<file path="src/rtl/ps2_key_ctrl.sv">
// ps2_key_ctrl
//   Scan-code controller sitting after the PS/2 receiver. Folds Set-2 prefix
//   bytes (F0 = break, E0 = extended) into single key events, queues them in
//   a small FIFO and presents the head event on a valid/ready port.
//
//   Build option: define PS2_KEY_EXT_EN to build E0 (extended) handling.
//   Without it, E0 bytes are discarded, key_ext is 0 and entries are 9 bits.
//
// Ports
//   clk           system clock, rising edge
//   reset         asynchronous active-low reset
//   rx_done_tick  one-cycle strobe, rx_dout valid
//   rx_dout[7:0]  received byte
//   rx_en         receiver enable (FIFO has room)
//   key_code[7:0] scan code of head event
//   key_break     head event is a release
//   key_ext       head event had an E0 prefix
//   key_valid     FIFO not empty
//   key_ready     consumer accepts head event
//   overflow      sticky, an event was dropped
//   ovf_clr       clears overflow
//
// state   | meaning
// --------+-----------------------------------------------
// IDLE    | no prefix pending
// BRK     | F0 received, next code is a release
// EXT     | E0 received, next code is extended
// EXT_BRK | E0 F0 received, next code is an extended release

module ps2_key_ctrl #(
    parameter int FIFO_DEPTH = 4,
    parameter int TIMEOUT    = 50000
) (
    input  logic       clk,
    input  logic       reset,
    input  logic       rx_done_tick,
    input  logic [7:0] rx_dout,
    output logic       rx_en,
    output logic [7:0] key_code,
    output logic       key_break,
    output logic       key_ext,
    output logic       key_valid,
    input  logic       key_ready,
    output logic       overflow,
    input  logic       ovf_clr
);

    localparam int AW = $clog2(FIFO_DEPTH);
    localparam int CW = ($clog2(TIMEOUT) > 16) ? $clog2(TIMEOUT) : 16;
    localparam logic [CW-1:0] TO_LAST = CW'(TIMEOUT - 1);
    localparam logic [AW:0]   DEPTH_C = (AW+1)'(FIFO_DEPTH);

`ifdef PS2_KEY_EXT_EN
    localparam int EW = 10;
    typedef enum logic [1:0] {IDLE, BRK, EXT, EXT_BRK} state_t;
`else
    localparam int EW = 9;
    typedef enum logic [0:0] {IDLE, BRK} state_t;
`endif

    state_t          state, state_nxt;
    logic [CW-1:0]   to_cnt;
    logic            to_hit;
    logic            push_req;
    logic [EW-1:0]   push_data;
    logic [EW-1:0]   mem [FIFO_DEPTH];
    logic [EW-1:0]   head;
    logic [AW-1:0]   wr_ptr, rd_ptr;
    logic [AW:0]     count, count_nxt;
    logic            full, pop, push;

    // ---------------- prefix decoder ----------------
    assign to_hit = (state != IDLE) && (to_cnt == TO_LAST);

    always_ff @(posedge clk or negedge reset) begin
        if (!reset) begin
            state <= IDLE;
        end else begin
            state <= state_nxt;
        end
    end

    always_comb begin
        state_nxt = state;
        push_req  = 1'b0;
        push_data = '0;
        if (rx_done_tick) begin
            case (rx_dout)
                8'h00, 8'hFF: state_nxt = IDLE;
`ifdef PS2_KEY_EXT_EN
                8'hE0: state_nxt = EXT;
                8'hF0: begin
                    case (state)
                        EXT, EXT_BRK: state_nxt = EXT_BRK;
                        default:      state_nxt = BRK;
                    endcase
                end
                default: begin
                    push_req  = 1'b1;
                    push_data = {(state == EXT) || (state == EXT_BRK),
                                 (state == BRK) || (state == EXT_BRK),
                                 rx_dout};
                    state_nxt = IDLE;
                end
`else
                8'hE0: state_nxt = state;   // extended prefix ignored in this build
                8'hF0: state_nxt = BRK;
                default: begin
                    push_req  = 1'b1;
                    push_data = {state == BRK, rx_dout};
                    state_nxt = IDLE;
                end
`endif
            endcase
        end else if (to_hit) begin
            state_nxt = IDLE;
        end
    end

    // Counter only runs while a prefix is pending; any byte restarts it.
    always_ff @(posedge clk or negedge reset) begin
        if (!reset) begin
            to_cnt <= '0;
        end else if (rx_done_tick || state == IDLE) begin
            to_cnt <= '0;
        end else begin
            to_cnt <= to_cnt + CW'(1);
        end
    end

    // ---------------- event FIFO ----------------
    assign full      = (count == DEPTH_C);
    assign key_valid = (count != '0);
    assign pop       = key_valid && key_ready;
    // A pop in the same cycle frees the slot a full FIFO needs.
    assign push      = push_req && (!full || pop);

    always_comb begin
        count_nxt = count;
        case ({push, pop})
            2'b10:   count_nxt = count + (AW+1)'(1);
            2'b01:   count_nxt = count - (AW+1)'(1);
            default: count_nxt = count;
        endcase
    end

    always_ff @(posedge clk) begin
        if (push) begin
            mem[wr_ptr] <= push_data;
        end
    end

    always_ff @(posedge clk or negedge reset) begin
        if (!reset) begin
            wr_ptr   <= '0;
            rd_ptr   <= '0;
            count    <= '0;
            rx_en    <= 1'b0;
            overflow <= 1'b0;
        end else begin
            if (push) wr_ptr <= wr_ptr + AW'(1);
            if (pop)  rd_ptr <= rd_ptr + AW'(1);
            count <= count_nxt;
            rx_en <= (count_nxt < DEPTH_C);
            if (ovf_clr) begin
                overflow <= 1'b0;
            end else if (push_req && !push) begin
                overflow <= 1'b1;
            end
        end
    end

    // Head fields are masked while empty so stale memory never shows.
    assign head      = mem[rd_ptr];
    assign key_code  = key_valid ? head[7:0] : 8'h00;
    assign key_break = key_valid & head[8];
`ifdef PS2_KEY_EXT_EN
    assign key_ext   = key_valid & head[9];
`else
    assign key_ext   = 1'b0;
`endif

endmodule

</file>
<file path="config.mk">
export PLATFORM = sky130hd
export DESIGN_NAME = ps2_key_ctrl
export DESIGN_NICKNAME = d
export VERILOG_FILES = /design/src/rtl/ps2_key_ctrl.sv
export SDC_FILE = /design/constraint.sdc
export NUM_CORES = 1
export LEC_CHECK = 0
export CAP_MARGIN = 20
export CORE_MARGIN = 2
export CORE_UTILIZATION = 60
export DETAILED_ROUTE_END_ITERATION = 10
export PLACE_DENSITY = 0.83
export SLEW_MARGIN = 20
export SYNTH_ARGS = -nofsm -noshare
export SYNTH_HDL_FRONTEND = slang
export SYNTH_SLANG_ARGS = --single-unit
</file>
<file path="constraint.sdc">
create_clock -name clk -period 2.5 [get_ports clk]
set_input_delay 0.375 -clock clk [delete_from_list [all_inputs] [get_ports clk]]
set_output_delay 0.375 -clock clk [all_outputs]
set_load 0.02 [all_outputs]
</file>
==> results of run 1 <==
## metal layers
metal  global-route usage [%]  up-vias
met2                    35.14       32
met3                    6.215        8
met1                    26.90      851
met4                    8.642        0
met5                        0        -
li1                         -      841
## cells in the final DEF, fill, tap and decap left out, types with 2 or more instances in the layout
cell type,count
nand3_1,8
nand4_1,2
buf_4,8
buf_12,4
clkbuf_8,11
clkbuf_1,4
and3_1,5
o21ai_0,4
edfxtp_1,36
dlymetal6s2s_1,8
nor3_1,3
dfrtp_1,26
nor4_1,2
and2_1,22
inv_1,6
nor2_1,20
mux4_2,9
nand2_1,12
xnor2_1,10
ha_1,5
xor2_1,7
or3_1,3
clkdlybuf4s50_1,15
a21oi_1,7
## flip-flops by register name, summed over array words and instances, names as in the netlist, named ones only
| register | flops |
|---|---|
| overflow | 1 |
| state | 1 |
| rx_en | 1 |
| to_cnt | 16 |
| wr_ptr | 2 |
| rd_ptr | 2 |
| count | 2 |
| mem | 36 |
## repair_timing
item	in CTS	in global routing
endpoints found under the setup margin	9	8
hold buffers	0	0
resized for setup	3	8
## power by group
part	leakage (nW)	internal [W]	switching (W)	total, W
clock network	0.0877	0.000414	0.000350	0.000765
registers	0.679	0.00129	0.000118	0.00141
logic	0.630	0.000652	0.000564	0.00122
total	1.40	0.00235	0.00103	0.00339
## path summary, 6_finish.rpt
check	from	end	slack, ns	cells after the start
setup / recovery	rd_ptr[0]$_DFFE_PN0P_	key_code[5]	0.25	4
hold / removal	reset	rd_ptr[0]$_DFFE_PN0P_	0.41	2
hold reg to reg	to_cnt[0]$_DFF_PN0_	to_cnt[0]$_DFF_PN0_	0.48	1
setup reg to reg	flip-flop	rx_en$_DFF_PN0_	0.62	7
max in group asynchronous	reset	to_cnt[13]$_DFF_PN0_	1.84	2
min in group clk	to_cnt[0]$_DFF_PN0_	to_cnt[0]$_DFF_PN0_	0.48	1
## worst max-delay path: cells and delay by family, from the launching register on
family | cells | cell delay [ns]
flip-flops | 1 | 0.35
AND/OR/NAND/NOR | 1 | 0.18
buffers and inverters | 2 | 0.51
multiplexers | 1 | 0.50
## cells by family after synthesis
logic type / share of synthesized area [%]
and+or+nand+nor: 16.05
adders and majority gates: 2.887
other: 0.1311
xor gates and xnor gates: 5.206
muxes: 7.961
DFF: 60.54
AOI/OAI and AO/OA: 5.424
buffers and inverters: 1.794
## per-stage QoR
step / hold WS, ns / cell area (µm²) / total power (W)
final: 0.4085 / 3486 / 0.003386
after global routing: 0.4291 / 3486 / 0.003570
after CTS: 0.4014 / 3466 / 0.003458
after detailed placement: 0.4791 / 3287 / 0.002683
after global placement: 0.4790 / 3287 / 0.002641
after floorplan: 0.07941 / 2860 / 0.002163
## layout make-up
type | count | area (µm²) | area share, %
clock buffers | 15 | 166.4 | 4.774
repair buffers | 37 | 410.4 | 11.77
flip-flops and latches | 62 | 1732 | 49.68
inverters | 6 | 22.52 | 0.6461
multi-input cells | 138 | 1082 | 31.05
clock inverters | 1 | 5.005 | 0.1436
well taps | 54 | 67.56 | 1.938
==> metrics.txt, run 1 <==
placed cell count=just under 300; initial DRC count=126; Post-Route Setup TNS=0 ns; RSZ-0062 raised after global routing=no; Avg WL per Cell=roughly 16 µm; CP endpoint kind=primary output; wire length on met2=around 2600 µm; #FFs+latches synth=just over 60; Post-Syn Nets=approximately 230; CP startpoint kind=flip-flop; WP data arrival=around 1.9 ns; Placer Congestion=around 0.84; Via-to-Cell Ratio=about 5.5; Num CTS Buffers=9; Worst Clk Skew=0.007282 ns; fmax=between 400 and 500 MHz; crit-path cells=buf_6 > mux4_2 > and2_1 > dlygate4sd2_1; DR vias=1732; H-tree Lvls=3; crit-path max FO=11; gr ovfl total=0; TritonCTS clock tree=yes; CP max stage delay=about 0.5 ns; ratio of cells with drive above 1 in the final layout=between 10% and 20%; HPWL Detailed=between 3000 and 4000 µm; Post-synth EDFFs=36; post-CTS setup buffer count=0; Synth Instances=between 200 and 250; worst ir drop on vdd=around 0.64 mV; root buf cell=clkbuf_8; filler cell count=278; Final WS setup=between 0.2 and 0.3 ns; synth-to-layout area growth=21.87%; maxcap violations=0; Layout Nets=between 200 and 300; DR DRC count=0; Initial Util=between 60% and 70%; drt first pass iters=4; final cell count without fillers=between 300 and 400; clock-pin slew on the worst setup and hold paths=0.06 ns; LEAKAGE=1.396 nW; gr usage total=between 20% and 30%; # port buffers=24; Clock Latency Late Sink=approximately 0.33 ns; Ports=26; initial antenna violation count=0; top cells by count, synth=edfxtp_1, dfrtp_1, and2_1, nor2_1, nand2_1; distinct cell type count after synthesis=39; area share of the largest cell type after synthesis=between 30% and 40%; Max Used Layer=met4; post-synth top area cell=edfxtp_1; cell area after synthesis=2860 µm²; Worst Path Required=2.12 ns; met3 WL post-DR=~170 µm; die height=around 73 µm; top cells by area, synth=edfxtp_1, dfrtp_1, mux4_2, and2_1, xnor2_1; Final ANT Viol Nets=0; Primary FF master, synth=edfxtp_1; critical path class=flip-flop to primary output; M1 WL=between 2000 and 2500 µm; final wirelength=approximately 4900 µm; clock buffer depth=2; asr flop ratio synth=41.94%; DIE AREA=around 5300 µm²; worst min-delay path category=input port to async pin; largest net degree at the start of global routing=27; Avg Inst Size Synth=13.49 µm²; warnings from Yosys=0; via count of the first global-routing pass=roughly 1800; pwr dens=between 900 and 1000 nW/µm²; Clock Sinks=just over 60; final core occ=around three quarters; final hold violation count=0; core region area=~4700 µm²; number of antenna diodes=0; Critical Path Slowest Stage Cell=mux4_2; fin crit period=2.249 ns; crit share post-route=89.95%; Slew Viols, Final=0; Place WS=-0.008393 ns; most frequent cell after synthesis=edfxtp_1; Die X=73.05 µm; first-pass GRT wire length=8280 µm; sequential cell area fraction in the yosys report=60.54%; # rows=25; outcome=completed; final setup vio count=0
Power figures use the tool's default switching activity.
==> inputs of run 2 (changes only) <==
--- a/config.mk
+++ b/config.mk
@@ -5,7 +5,6 @@
 export SDC_FILE = /design/constraint.sdc
 export NUM_CORES = 1
 export LEC_CHECK = 0
-export CAP_MARGIN = 20
 export CORE_MARGIN = 2
 export CORE_UTILIZATION = 60
 export DETAILED_ROUTE_END_ITERATION = 10
==> results of run 2 <==
No change in the layout: final DEF, timing and power equal those of run 1.
